### src/rtl/program_loader_if.sv
`default_nettype none
// ============================================================================
//  program_loader_if
//  ----------------------------------------------------------------------------
//  Bundles the host byte stream and the program-memory load port of the
//  program loader.
//    start       : session start pulse (host -> loader)
//    in_data     : incoming byte        (host -> loader)
//    in_valid    : in_data valid        (host -> loader)
//    in_ready    : loader accepts byte  (loader -> host)
//    load_en     : LE, one-cycle write  (loader -> core)
//    load_addr   : LA, write address    (loader -> core)
//    load_instr  : LI, 12-bit word      (loader -> core)
//    load_done   : session completed    (loader -> core)
//    busy        : session in progress  (loader -> core)
//    err         : session aborted      (loader -> core)
//  Revision: 1.0  initial release
// ============================================================================
interface program_loader_if #(
  parameter int ADDR_W = 8
);
  logic              start;
  logic [7:0]        in_data;
  logic              in_valid;
  logic              in_ready;
  logic              load_en;
  logic [ADDR_W-1:0] load_addr;
  logic [11:0]       load_instr;
  logic              load_done;
  logic              busy;
  logic              err;

  modport slave (
    input  start, in_data, in_valid,
    output in_ready, load_en, load_addr, load_instr, load_done, busy, err
  );

  modport master (
    output start, in_data, in_valid,
    input  in_ready, load_en, load_addr, load_instr, load_done, busy, err
  );
endinterface
`default_nettype wire

### src/rtl/program_loader.sv
`default_nettype none
// ============================================================================
//  program_loader
//  ----------------------------------------------------------------------------
//  Receives a framed byte stream (length header, LO/HI instruction byte pairs,
//  XOR checksum) and issues one single-cycle program-memory write per 12-bit
//  instruction. Reports completion or framing/checksum errors as levels.
//  Ports:
//    clk    : system clock, rising edge
//    rst_n  : asynchronous reset, active low
//    bus    : program_loader_if.slave (byte stream in, LE/LA/LI out, status)
//  Revision: 1.0  initial release
// ============================================================================
module program_loader #(
  parameter int MAX_LEN = 10,
  parameter int ADDR_W  = 8
) (
  input  wire logic         clk,
  input  wire logic         rst_n,
  program_loader_if.slave   bus
);

  typedef enum logic [2:0] {
    S_IDLE  = 3'd0,
    S_HDR   = 3'd1,
    S_LO    = 3'd2,
    S_HI    = 3'd3,
    S_WRITE = 3'd4,
    S_CHK   = 3'd5,
    S_DONE  = 3'd6,
    S_ERR   = 3'd7
  } state_t;

  state_t            state_q, state_d;
  logic [7:0]        n_q, n_d;
  logic [ADDR_W-1:0] addr_q, addr_d;
  logic [11:0]       instr_q, instr_d;
  logic [7:0]        xor_q, xor_d;
  // Separate output registers so LA/LI hold the last written word while the
  // working address/instruction registers advance for the next instruction.
  logic [ADDR_W-1:0] la_q, la_d;
  logic [11:0]       li_q, li_d;

  logic ready;
  logic accept;
  logic last_instr;

  // in_ready is decoded from state only, never from in_valid.
  assign ready  = (state_q == S_HDR) || (state_q == S_LO) ||
                  (state_q == S_HI)  || (state_q == S_CHK);
  assign accept = ready && bus.in_valid;
  assign last_instr = (addr_q == ADDR_W'(n_q - 8'd1));

  always_comb begin
    state_d = state_q;
    n_d     = n_q;
    addr_d  = addr_q;
    instr_d = instr_q;
    xor_d   = xor_q;
    la_d    = la_q;
    li_d    = li_q;
    case (state_q)
      S_IDLE, S_DONE, S_ERR: begin
        if (bus.start) state_d = S_HDR;
      end
      S_HDR: begin
        if (accept) begin
          if ((bus.in_data == 8'd0) || (32'(bus.in_data) > 32'(MAX_LEN))) begin
            state_d = S_ERR;
          end else begin
            n_d     = bus.in_data;
            addr_d  = '0;
            xor_d   = 8'd0;
            state_d = S_LO;
          end
        end
      end
      S_LO: begin
        if (accept) begin
          instr_d[7:0] = bus.in_data;
          xor_d        = xor_q ^ bus.in_data;
          state_d      = S_HI;
        end
      end
      S_HI: begin
        if (accept) begin
          if (bus.in_data[7:4] != 4'd0) begin
            state_d = S_ERR;
          end else begin
            instr_d[11:8] = bus.in_data[3:0];
            xor_d         = xor_q ^ bus.in_data;
            // Latch the complete word into the output port for the WRITE cycle.
            la_d          = addr_q;
            li_d          = {bus.in_data[3:0], instr_q[7:0]};
            state_d       = S_WRITE;
          end
        end
      end
      S_WRITE: begin
        if (last_instr) begin
          state_d = S_CHK;
        end else begin
          addr_d  = addr_q + 1'b1;
          state_d = S_LO;
        end
      end
      S_CHK: begin
        if (accept) state_d = (bus.in_data == xor_q) ? S_DONE : S_ERR;
      end
      default: state_d = S_IDLE;
    endcase
  end

  always_ff @(posedge clk or negedge rst_n) begin
    if (!rst_n) begin
      state_q <= S_IDLE;
      n_q     <= 8'd0;
      addr_q  <= '0;
      instr_q <= 12'd0;
      xor_q   <= 8'd0;
      la_q    <= '0;
      li_q    <= 12'd0;
    end else begin
      state_q <= state_d;
      n_q     <= n_d;
      addr_q  <= addr_d;
      instr_q <= instr_d;
      xor_q   <= xor_d;
      la_q    <= la_d;
      li_q    <= li_d;
    end
  end

  assign bus.in_ready   = ready;
  assign bus.load_en    = (state_q == S_WRITE);
  assign bus.load_addr  = la_q;
  assign bus.load_instr = li_q;
  assign bus.load_done  = (state_q == S_DONE);
  assign bus.err        = (state_q == S_ERR);
  assign bus.busy       = (state_q == S_HDR) || (state_q == S_LO) ||
                          (state_q == S_HI)  || (state_q == S_WRITE) ||
                          (state_q == S_CHK);

endmodule
`default_nettype wire

### src/flat_wrapper.sv
// flat-port wrapper written by rule: the top's interface ports become plain ports
module program_loader_flat 
#(
  parameter int MAX_LEN = 10,
  parameter int ADDR_W  = 8
)
  (clk, rst_n, bus_start, bus_in_data, bus_in_valid, bus_in_ready, bus_load_en, bus_load_addr, bus_load_instr, bus_load_done, bus_busy, bus_err);
  program_loader_if #(.ADDR_W(ADDR_W)) bus_i ();
  input  wire logic clk;
  input  wire logic rst_n;
  input wire logic [$bits(bus_i.start)-1:0] bus_start;
  input wire logic [$bits(bus_i.in_data)-1:0] bus_in_data;
  input wire logic [$bits(bus_i.in_valid)-1:0] bus_in_valid;
  output wire logic [$bits(bus_i.in_ready)-1:0] bus_in_ready;
  output wire logic [$bits(bus_i.load_en)-1:0] bus_load_en;
  output wire logic [$bits(bus_i.load_addr)-1:0] bus_load_addr;
  output wire logic [$bits(bus_i.load_instr)-1:0] bus_load_instr;
  output wire logic [$bits(bus_i.load_done)-1:0] bus_load_done;
  output wire logic [$bits(bus_i.busy)-1:0] bus_busy;
  output wire logic [$bits(bus_i.err)-1:0] bus_err;
  assign bus_i.start = bus_start;
  assign bus_i.in_data = bus_in_data;
  assign bus_i.in_valid = bus_in_valid;
  assign bus_in_ready = bus_i.in_ready;
  assign bus_load_en = bus_i.load_en;
  assign bus_load_addr = bus_i.load_addr;
  assign bus_load_instr = bus_i.load_instr;
  assign bus_load_done = bus_i.load_done;
  assign bus_busy = bus_i.busy;
  assign bus_err = bus_i.err;
  program_loader #(.MAX_LEN(MAX_LEN), .ADDR_W(ADDR_W)) u_core (.clk(clk), .rst_n(rst_n), .bus(bus_i));
endmodule
### config.mk
export PLATFORM = sky130hd
export DESIGN_NAME = program_loader_flat
export DESIGN_NICKNAME = d
export VERILOG_FILES = /design/src/rtl/program_loader_if.sv /design/src/rtl/program_loader.sv /design/src/flat_wrapper.sv
export SDC_FILE = /design/constraint.sdc
export NUM_CORES = 1
export LEC_CHECK = 0
export BUFFER_PORTS_ARGS = -buffer_cell sky130_fd_sc_hd__buf_2
export CAP_MARGIN = 20
export CORE_MARGIN = 2
export CORE_UTILIZATION = 52
export CTS_CLUSTER_SIZE = 14
export DETAILED_ROUTE_END_ITERATION = 8
export PLACE_DENSITY = 0.84
export SKIP_LAST_GASP = 1
export SYNTH_ARGS = -nofsm -noshare
export SYNTH_HDL_FRONTEND = slang
export SYNTH_SLANG_ARGS = --single-unit
### constraint.sdc
create_clock -name clk -period 5 [get_ports clk]
set_input_delay 0.75 -clock clk [delete_from_list [all_inputs] [get_ports clk]]
set_output_delay 0.75 -clock clk [all_outputs]
set_load 0.01 [all_outputs]
==> results of run 1 <==
[path summary, 6_finish.rpt]
check / startpoint / end / slack (ns) / cells after the start
min reg2reg: u_core.instr_q[7]$_DFFE_PN0P_ / u_core.instr_q[7]$_DFFE_PN0P_ / 0.48 / 2
min in group asynchronous: rst_n / u_core.bus.load_addr[7]$_DFFE_PN0P_ / 0.56 / 2
min: u_core.instr_q[7]$_DFFE_PN0P_ / u_core.instr_q[7]$_DFFE_PN0P_ / 0.48 / 2
max reg2reg: u_core.n_q[0]$_DFFE_PN0P_ / u_core.addr_q[3]$_DFFE_PN0P_ / 2.59 / 8
max in group asynchronous: rst_n / u_core.n_q[3]$_DFFE_PN0P_ / 4.00 / 2
max: bus_in_data[4] / u_core.bus.load_instr[7]$_DFFE_PN0P_ / 2.47 / 5
[final cells by class]
| type | instances | area, µm² | share of cell area, % |
|---|---|---|---|
| clock inverters | 2 | 12.5 | 0.408 |
| flip-flops and latches | 55 | 1380 | 44.9 |
| clock buffers | 6 | 72.6 | 2.37 |
| inverters | 5 | 18.8 | 0.613 |
| multi-input cells | 195 | 1310 | 42.7 |
| repair buffers | 37 | 188 | 6.13 |
| well taps | 70 | 87.6 | 2.86 |
[kinds of logic after synthesis]
family | Yosys count
buffers and inverters | 22
adder cells (fa/ha/maj) | 2
AND/OR/NAND/NOR | 101
multiplexers | 25
XOR/XNOR | 17
flip-flops | 55
AO/OA/AOI/OAI | 50
[sequential cells by signal (all words and copies together) (netlist names)]
signal / flops
u_core.bus.load_addr: 8
u_core.state_q: 3
u_core.instr_q: 8
u_core.bus.load_instr: 12
u_core.addr_q: 8
u_core.xor_q: 8
u_core.n_q: 8
[critical path: cells and delay by family]
| kind | cells | cell delay [ns] |
|---|---|---|
| and+or+nand+nor | 3 | 1.34 |
| muxes | 1 | 0.50 |
| buffers and inverters | 1 | 0.12 |
[power groups by stage]
stage	Clock, µW	Combinational [µW]	Sequential, µW
floorplan	0	481	761
global placement	0	571	809
detailed placement	0	595	822
CTS	245	599	813
global route	262	669	841
finish	240	591	813
[routing by layer]
| metal | track usage [%] | routed length, µm | vias up |
|---|---|---|---|
| li1 | - | - | 1005 |
| met1 | 25.1 | 2430 | 1019 |
| met2 | 33.7 | 2670 | 41 |
| met3 | 3.76 | 199 | 9 |
| met4 | 6.79 | 95 | 0 |
| met5 | 0 | 0 | - |
[cell usage in the layout (no fill, tap or decap), types with 5 or more instances in the layout]
master,Yosys,routed
or3_1,5,5
dfrtp_1,55,55
clkbuf_8,0,5
nand2_1,46,46
nor3_1,6,6
o21ai_1,10,10
mux2_2,24,24
buf_2,3,36
a21oi_1,11,11
nand3_1,9,9
o21ai_0,15,15
nor2_1,5,5
xnor2_1,5,5
and3_1,5,5
xor2_1,12,12
nor4_1,5,5
[through the flow]
step | utilization [%] | power [µW] | area [µm²] | hold slack, ns
5_1_grt | 59.6 | 1770 | 3060 | 0.511
3_5_place_dp | 57.9 | 1420 | 2980 | 0.459
2_1_floorplan | - | 1240 | 2790 | 0.442
3_3_place_gp | 57.9 | 1380 | 2980 | 0.456
4_1_cts | 59.6 | 1660 | 3060 | 0.483
6_report | 59.6 | 1640 | 3060 | 0.476
==> impl_results.md, run 1 <==
* Status: completed
* Synth cell count leaders: dfrtp_1, nand2_1, mux2_2, o21ai_0, xor2_1
* Synth unique cells at 45
* Yosys warnings at 0
* Gr usage total at 19.7%
* Die height at between 70 and 80 µm
* Final Hold Fails at 0
* Via density at around 5.6
* # Post-CTS Setup Buffers at 0
* Max Root-Sink Buffers at 2
* Synth Area in XOR/XNOR at between 5 and 6%
* Synth Net Count at ~290
* Die W at 77.3 µm
* Vias at just over 2000
* Pwr Density at between 500 and 600 nW/µm²
* # H-tree levels at 2
* Row Count at 26
* Post_cts resized at 0
* TritonCTS clock tree: yes
* Mapped cell area at 2790 µm²
* Flop pwr share at 49.4%
* Total net switching power at 641 µW
* Clock power frac at between 10% and 20%
* Ys async rst share at 100%
* First-pass DRT Iterations at 4
* Logic pwr share at between 30% and 40%
* Worst-Margin Slew at 0.897 ns
* Max Slew Vio Count at 0
* Synth top area share at 49.3%
* Post-cts hold buffer count at 0
* Critical Path RT at between 5 and 6 ns
* Fillers at around 460
* Initial DRC Count at between 70 and 80
* Critical-path cell list: buf_2 -> nor4_1 -> and3_1 -> nand2_1 -> mux2_2
* Total negative setup slack at 0 ns
* Post-synth EDFFs at 0
* CTS buffer count at 5
* Finish-stage setup viols at 0
* CP arrival at 2.72 ns
* IO buf count at 36
* Clock sink total at 55
* GRT Residual Overflow at 0
* Fraction of layout cells with a size suffix above 1 at about a quarter
* Detailed-placement wirelength estimate at 3.89 mm
* CP Class: in -> reg
* Yosys reg bits at 55
* Worst Path Max Fanout at 21
* Syn-to-layout area delta at 9.63%
* Hold Crit Class: reg -> reg
* Post-Syn Area per Cell at around 10 µm²
* Int Pwr at roughly 1000 µW
* Critical path's slowest cell: nand2_1
* Non-Filler Instances at 370
* Max VDD drop at roughly 0.00029 V
* Cells after Synth at between 200 and 300
* Synth Area in Simple Gates at a little under a fifth
* Remaining DRCs at 0
* Fraction of synthesized area in multiplexers at roughly 10%
* Pleak at 0.00148 µW
* Dpl ws at roughly 2.2 ns
* First-pass GRT wire length at approximately 9.5 mm
* CTS root buf: clkbuf_8
* Vias in the first global route at between 2000 and 2500
* Yosys top cell by area: dfrtp_1
* RSZ-0062 raised after global routing: no
* F_max at 0.395 GHz
* MaxCap Viol Count at 0
* Worst Skew at 0.00350 ns
* Startpoint types: input port
* # diodes at 0
* Fin nets at between 300 and 400
* Largest family of logic cells by synthesized area: simple AND/OR/NAND/NOR gates
* Crit. End Element: flop
* Min Tclk post-route at 2.53 ns
* Worst-skew pair later-pin latency at approximately 0.3 ns
* Max incr delay on CP at 0.54 ns
* Placer Congestion at approximately 0.85
* Post-synth top flop: dfrtp_1
* Crit share post-route at approximately half
* Final Worst Setup Slack at between 2 and 2.5 ns
* Initial Util at around 54%
* Area share of fa/ha/maj cells after synthesis at less than 1%
* Post-synthesis sequential area ratio at roughly 49%
* Compound-Gate Fraction of Synth Area at 11.5%
* Sw frac at roughly two fifths
* Placed Cells incl. Taps at between 300 and 400
* Die area at 5980 µm²
* Wire per inst at roughly 15 µm
* Count leader, synth: dfrtp_1
* # IOs at 37
* Post-route antenna net violation count at 0
* Largest cells by area after synthesis: dfrtp_1, mux2_2, nand2_1
* Relative slew slack at between 40% and 50%
* Pin count of the biggest net entering global routing at 56
* WL final at around 5.4 mm
* Core area at 5140 µm²
* Clk pin slew, worst setup/hold paths at approximately 0.09 ns
* Initial antenna violation count at 0
(Power assumes the default switching activity.)
==> inputs of run 2 (changes only) <==
clock period = 2.55 ns   (was 5 ns; I/O delays follow)
==> run 2 against run 1 <==
- combinational power rose by 100%
- critical path depth rose by 3
- count of clock-buffer cells in the layout did not move
- die area did not move
- sequential share of layout area fell by 0.95 points
- final cell count rose by 1.1%
- largest cell class unchanged
- highest routed layer unchanged
==> impl_results.md, run 2 (synthesis results as in run 1) <==
* Status: completed
* Row Count at 26 (unchanged)
* Worst Skew at 0.0127 ns (+0.00924 ns)
* Area occupied by multi-input gates at 1310 µm² (unchanged)
* RR Endpoint: u_core.addr_q[3]$_DFFE_PN0P_
* Initial Util at 54.4% (unchanged)
* Initial antenna violation count at 0 (unchanged)
* # diodes at 0 (unchanged)
* CTS root buf: clkbuf_8
* Max Root-Sink Buffers at 2 (unchanged)
* Logic pwr share at 36.4% (+0.4 points)
* Pleak at 0.00152 µW (+2.8%)
* Clk pin slew, worst setup/hold paths at 0.10 ns (about the same)
* Final Hold Fails at 0 (unchanged)
* Critical-path cell list: inv_1 -> ha_1 -> or3_1 -> nand4_1 -> o2111ai_2 -> o31ai_4 -> nand2b_1 -> mux2i_1
* Worst Path Max Fanout at 13 (-38%)
* Min Tclk post-route at approximately 2.4 ns
* Crit share post-route at ~93%
* Max VDD drop at 0.000606 V (+110%)
* Most common cell after layout, fill and taps aside: dfrtp_1
* Remaining DRCs at 0 (unchanged)
* First-pass GRT wire length at 10.1 mm (+5.9%)
* Worst-skew pair later-pin latency at 0.31 ns (about the same)
* Worst-Margin Slew at 0.662 ns (-0.236 ns)
* Die area at 5980 µm² (unchanged)
* Int Pwr at 2020 µW (+100%)
* Startpoint types: flop
* WL final at 5.63 mm (+4.4%)
* Die height at 77.3 µm (unchanged)
* Core area at 5140 µm² (unchanged)
* CP Class: reg -> reg
* Die W at 77.3 µm (unchanged)
* RSZ-0062 raised after global routing: no
* Critical Path RT at 2.79 ns (-2.40 ns)
* Final Worst Setup Slack at 0.191 ns (-2.28 ns)
* Pin count of the biggest net entering global routing at 29 (-48%)
* R2r worst-path depth at 8 (unchanged)
* Clock sink total at 55 (unchanged)
* Max incr delay on CP at 0.49 ns (-0.05 ns)
* F_max at around 0.42 GHz
* Post-layout util at 60.9% (+1.3 points)
* Post_cts resized at 0 (unchanged)
* Max Slew Vio Count at 0 (unchanged)
* Total net switching power at 1290 µW (+100%)
* CTS buffer count at 5 (unchanged)
* Vias at 2106 (+1.5%)
* Post-route antenna net violation count at 0 (unchanged)
* R2r startpoint: u_core.n_q[0]$_DFFE_PN0P_
* Reg-to-reg slack, setup at 0.19 ns (-2.40 ns)
* Total power at 3310 µW (+100%)
* Via density at 5.63 (+0.46%)
* Gr usage total at 21.0% (+1.3 points)
* Fillers at 441 (-3.3%)
* Buf+Inv Stages, Crit Path at 1 (unchanged)
* Flop pwr share at 48.2% (-1.2 points)
* Initial DRC Count at 134 (+76%)
* Finish-stage setup viols at 0 (unchanged)
* Clock power frac at 15.4% (+0.8 points)
* CP arrival at 2.60 ns (-0.12 ns)
* Dpl ws at 0.182 ns (-1.98 ns)
* WHS at 0.0859 ns (-0.390 ns)
* Fraction of layout cells with a size suffix above 1 at 27.0% (+1.3 points)
* Critical path's slowest cell: o31ai_4
* Total negative setup slack at 0 ns (unchanged)
* Sw frac at 39.0% (+0.054 points)
* First-pass DRT Iterations at 4 (unchanged)
* # H-tree levels at 2 (unchanged)
* Register Area at 1380 µm² (unchanged)
* # IOs at 37 (unchanged)
* # Post-CTS Setup Buffers at 0 (unchanged)
* Detailed-placement wirelength estimate at 4.07 mm (+4.6%)
* Crit. End Element: flop
* TritonCTS clock tree: yes
* Vias in the first global route at 2136 (+1.5%)
* Pwr Density at 1060 nW/µm² (+97%)
* GRT Residual Overflow at 0 (unchanged)
* Hold Crit Class: in -> async
* Most frequent cells in the layout: dfrtp_1, nand2_1, buf_2
* MaxCap Viol Count at 0 (unchanged)
* Top delay family on crit path: compound AO/OA/AOI/OAI gates
* Max reg flops at 12 (unchanged)
* Syn-to-layout area delta at 12.0%
* Fin nets at 317 (+1.3%)
* Placer Congestion at 0.841 (-1.1%)
* Relative slew slack at 55.9% (+16 points)
* Wire per inst at 15.1 µm (+3.2%)
* IO buf count at 36 (unchanged)
-- run 2: cell types whose count changed in the layout (fill, tap and decap cells not counted), sizes merged --
cell	delta
clkinvlp	-1
inv	+1
buf	+4
-- run 2: final cells by class --
cell class / instances / area share, %
sequential: 55 / 44.0
multi-input combinational: 195 / 41.8
timing repair buffer: 41 / 7.76
tap: 70 / 2.80
clock buffer: 6 / 2.64
inverter: 5 / 0.600
clock inverter: 2 / 0.440
-- run 2: through the flow --
stage / area, µm² / instances
2_1_floorplan: 2790 / 272
3_3_place_gp: 3030 / 366
3_5_place_dp: 3030 / 366
4_1_cts: 3130 / 374
5_1_grt: 3130 / 374
6_report: 3130 / 374
-- run 2: what timing repair did --
item / in CTS / in global routing
hold buffers: 0 / 0
setup endpoints to repair: 0 / 1
endpoints found under the hold margin: 0 / 0
-- run 2: worst max path at each step --
stage	endpoint	depth (start not counted)	from	slack, ns
6_report	u_core.addr_q[3]$_DFFE_PN0P_	8	u_core.n_q[0]$_DFFE_PN0P_	0.19
5_1_grt	u_core.addr_q[3]$_DFFE_PN0P_	8	u_core.n_q[0]$_DFFE_PN0P_	0.04
4_1_cts	u_core.addr_q[3]$_DFFE_PN0P_	8	u_core.n_q[0]$_DFFE_PN0P_	0.15
3_5_place_dp	u_core.addr_q[3]$_DFFE_PN0P_	8	u_core.n_q[0]$_DFFE_PN0P_	0.18
3_3_place_gp	u_core.addr_q[3]$_DFFE_PN0P_	8	u_core.n_q[0]$_DFFE_PN0P_	0.24
2_1_floorplan	u_core.addr_q[7]$_DFFE_PN0P_	9	u_core.n_q[0]$_DFFE_PN0P_	0.52
-- run 2: power groups by stage --
stage | clock (µW) | sequential [µW] | combinational, µW
after floorplan | 0 | 1490 | 944
after global placement | 0 | 1590 | 1150
after detailed placement | 0 | 1600 | 1210
after CTS | 519 | 1590 | 1210
after global routing | 553 | 1660 | 1360
final | 511 | 1590 | 1200
-- run 2: per-layer routing --
layer | share of wire [%] | track usage (%) | vias to the layer above
li1 | - | - | 1016
met1 | 44 | 28.2 | 1031
met2 | 50 | 34.5 | 50
met3 | 4.5 | 4.82 | 9
met4 | 1.6 | 5.36 | 0
met5 | 0 | 0 | -
==> inputs of run 3 (changes only) <==
CORE_UTILIZATION = 41   (was 52)
PLACE_DENSITY = 0.71   (was 0.84)
==> run 3 against run 2 <==
- clock skew is 0.0032 ns lower
- combinational power about the same
- fmax rose by 3.3%
- clock power rose by 20%
==> impl_results.md, run 3 (synthesis results as in run 1) <==
* Status: completed
* Startpoint types: flop
* Die area at 7490 µm² (+25%)
* Fraction of layout cells with a size suffix above 1 at 27.5% (+0.48 points)
* Buf+Inv Stages, Crit Path at 1 (unchanged)
* Finish-stage setup viols at 0 (unchanged)
* Dpl ws at 0.283 ns (+0.101 ns)
* Post-route antenna net violation count at 0 (unchanged)
* Vias at 2080 (-1.2%)
* CP Class: reg -> reg
* Max incr delay on CP at 0.49 ns (about the same)
* # H-tree levels at 2 (unchanged)
* Initial DRC Count at 152 (+13%)
* Max VDD drop at 0.000404 V (-33%)
* Met3 global-route usage at 2.67% (-2.2 points)
* CTS root buf: clkbuf_8
* # diodes at 0 (unchanged)
* Pwr Density at 1080 nW/µm² (+2.1%)
* CP arrival at 2.53 ns (-0.07 ns)
* F_max at 0.438 GHz (+3.3%)
* Post-cts hold buffer count at 0 (unchanged)
* Remaining DRCs at 0 (unchanged)
* Worst-skew pair later-pin latency at 0.31 ns (about the same)
* Final Worst Setup Slack at 0.265 ns (+0.0743 ns)
* Clk pin slew, worst setup/hold paths at 0.10 ns (about the same)
* R2r startpoint: u_core.n_q[0]$_DFFE_PN0P_
* WL final at 5.72 mm (+1.6%)
* Initial antenna violation count at 0 (unchanged)
* Via density at 5.39 (-4.3%)
* Worst Path Max Fanout at 13 (unchanged)
* Pin count of the biggest net entering global routing at 26 (-10%)
* Fillers at 627 (+42%)
* MaxCap Viol Count at 0 (unchanged)
* Critical Path RT at 2.79 ns (about the same)
* Top delay family on crit path: compound AO/OA/AOI/OAI gates
* Total negative setup slack at 0 ns (unchanged)
* IO buf count at 36 (unchanged)
* Grt peak-use layer: met2
* Gr usage total at 16.8% (-4.2 points)
* Placed Area at 3040 µm² (about the same)
* CTS buffer count at 5 (unchanged)
* Detailed-placement wirelength estimate at 4.14 mm (+1.6%)
* Worst-Margin Slew at 0.557 ns (-0.104 ns)
* Die height at 86.6 µm (+12%)
* Critical-path cell list: inv_1 -> ha_1 -> or3_1 -> nand4_1 -> o2111ai_2 -> o31ai_4 -> nand2b_1 -> mux2i_1
* Syn-to-layout area delta at 13.0%
* Most frequent cells in the layout: dfrtp_1, nand2_1, buf_2
* Initial Util at 41.8% (-13 points)
* Critical path's slowest cell: o31ai_4
* Design Area, Final at 3160 µm² (+0.88%)
* Clock sink total at 55 (unchanged)
* # Post-CTS Setup Buffers at 0 (unchanged)
* # IOs at 37 (unchanged)
* Reg-to-reg slack, setup at 0.27 ns (+0.07 ns)
* First-pass GRT wire length at 10.2 mm (+0.75%)
* Max Root-Sink Buffers at 2 (unchanged)
* TritonCTS clock tree: yes
* Vias in the first global route at 2118 (-0.84%)
* Crit share post-route at 89.6% (-2.9 points)
* Worst Skew at 0.00954 ns (-0.00320 ns)
* Core area at 6680 µm² (+30%)
* Hold Crit Class: in -> async
* Most common cell after layout, fill and taps aside: dfrtp_1
* Placer Congestion at 0.840 (-0.13%)
* R2r worst-path depth at 8 (unchanged)
* Fin nets at 319 (+0.63%)
* RR Endpoint: u_core.addr_q[3]$_DFFE_PN0P_
* Die W at 86.6 µm (+12%)
* Post_cts resized at 0 (unchanged)
* Max Slew Vio Count at 0 (unchanged)
* Crit. End Element: flop
* Min Tclk post-route at 2.28 ns (-0.0743 ns)
* Final Hold Fails at 0 (unchanged)
* Wire per inst at 14.8 µm (-1.6%)
* RSZ-0062 raised after global routing: no
* Max reg flops at 12 (unchanged)
* M1 GR Usage at 22.3% (-5.9 points)
* GRT Residual Overflow at 0 (unchanged)
* First-pass DRT Iterations at 4 (unchanged)
* M2 GR Usage at 28.4% (-6.1 points)
* Relative slew slack at 62.6% (+6.7 points)
* Row Count at 30 (+15%)
* Pleak at 0.00153 µW (+0.49%)
-- run 3: per-layer routing --
layer | part of all wire [%] | up-vias | routed length (µm)
met5 | 0 | - | 0
met4 | 0.59 | 0 | 34
met1 | 46 | 1020 | 2620
met2 | 50 | 44 | 2860
li1 | - | 1012 | -
met3 | 3.7 | 4 | 213
-- run 3: area by class of cell --
class                           count  area (µm²)  area share [%]
Inverter                            5        18.8           0.595
Tap cell                           80         100            3.17
Clock inverter                      2        38.8            1.23
Timing Repair Buffer               43         233            7.37
Sequential cell                    55        1380            43.6
Clock buffer                        6        82.6            2.62
Multi-Input combinational cell    195        1310            41.4
-- run 3: how the worst max path moves through the flow --
stage	from	endpoint	slack (ns)	cells after the start
finish	u_core.n_q[0]$_DFFE_PN0P_	u_core.addr_q[3]$_DFFE_PN0P_	0.27	8
global route	u_core.n_q[0]$_DFFE_PN0P_	u_core.addr_q[3]$_DFFE_PN0P_	0.04	8
CTS	u_core.n_q[0]$_DFFE_PN0P_	u_core.addr_q[3]$_DFFE_PN0P_	0.25	8
detailed placement	u_core.n_q[0]$_DFFE_PN0P_	u_core.addr_q[3]$_DFFE_PN0P_	0.28	8
global placement	u_core.n_q[0]$_DFFE_PN0P_	u_core.addr_q[3]$_DFFE_PN0P_	0.35	8
floorplan	u_core.n_q[0]$_DFFE_PN0P_	u_core.addr_q[7]$_DFFE_PN0P_	0.52	9
-- run 3: worst register-to-register path: stages (launching register included) --
cell and delay (ns):
dfrtp_1 0.42, inv_1 0.08, ha_1 0.26, or3_1 0.32
nand4_1 0.11, o2111ai_2 0.19, o31ai_4 0.49, nand2b_1 0.19
mux2i_1 0.17
-- run 3: report_power, final --
| part | internal, µW | switching, µW | total (µW) | leakage [µW] |
|---|---|---|---|---|
| logic | 589 | 637 | 1230 | 0.000763 |
| registers | 1210 | 355 | 1570 | 0.000707 |
| clock network | 323 | 292 | 615 | 0.0000618 |
-- run 3: metrics by stage --
stage	instances	hold WS, ns	total power [µW]	utilization, %
2_1_floorplan	272	0.0869	2440	-
3_3_place_gp	378	0.393	2760	45.4
3_5_place_dp	378	0.401	2810	45.4
4_1_cts	386	0.0537	3440	47.2
5_1_grt	386	0.0856	3670	47.2
6_report	386	0.0487	3410	47.2
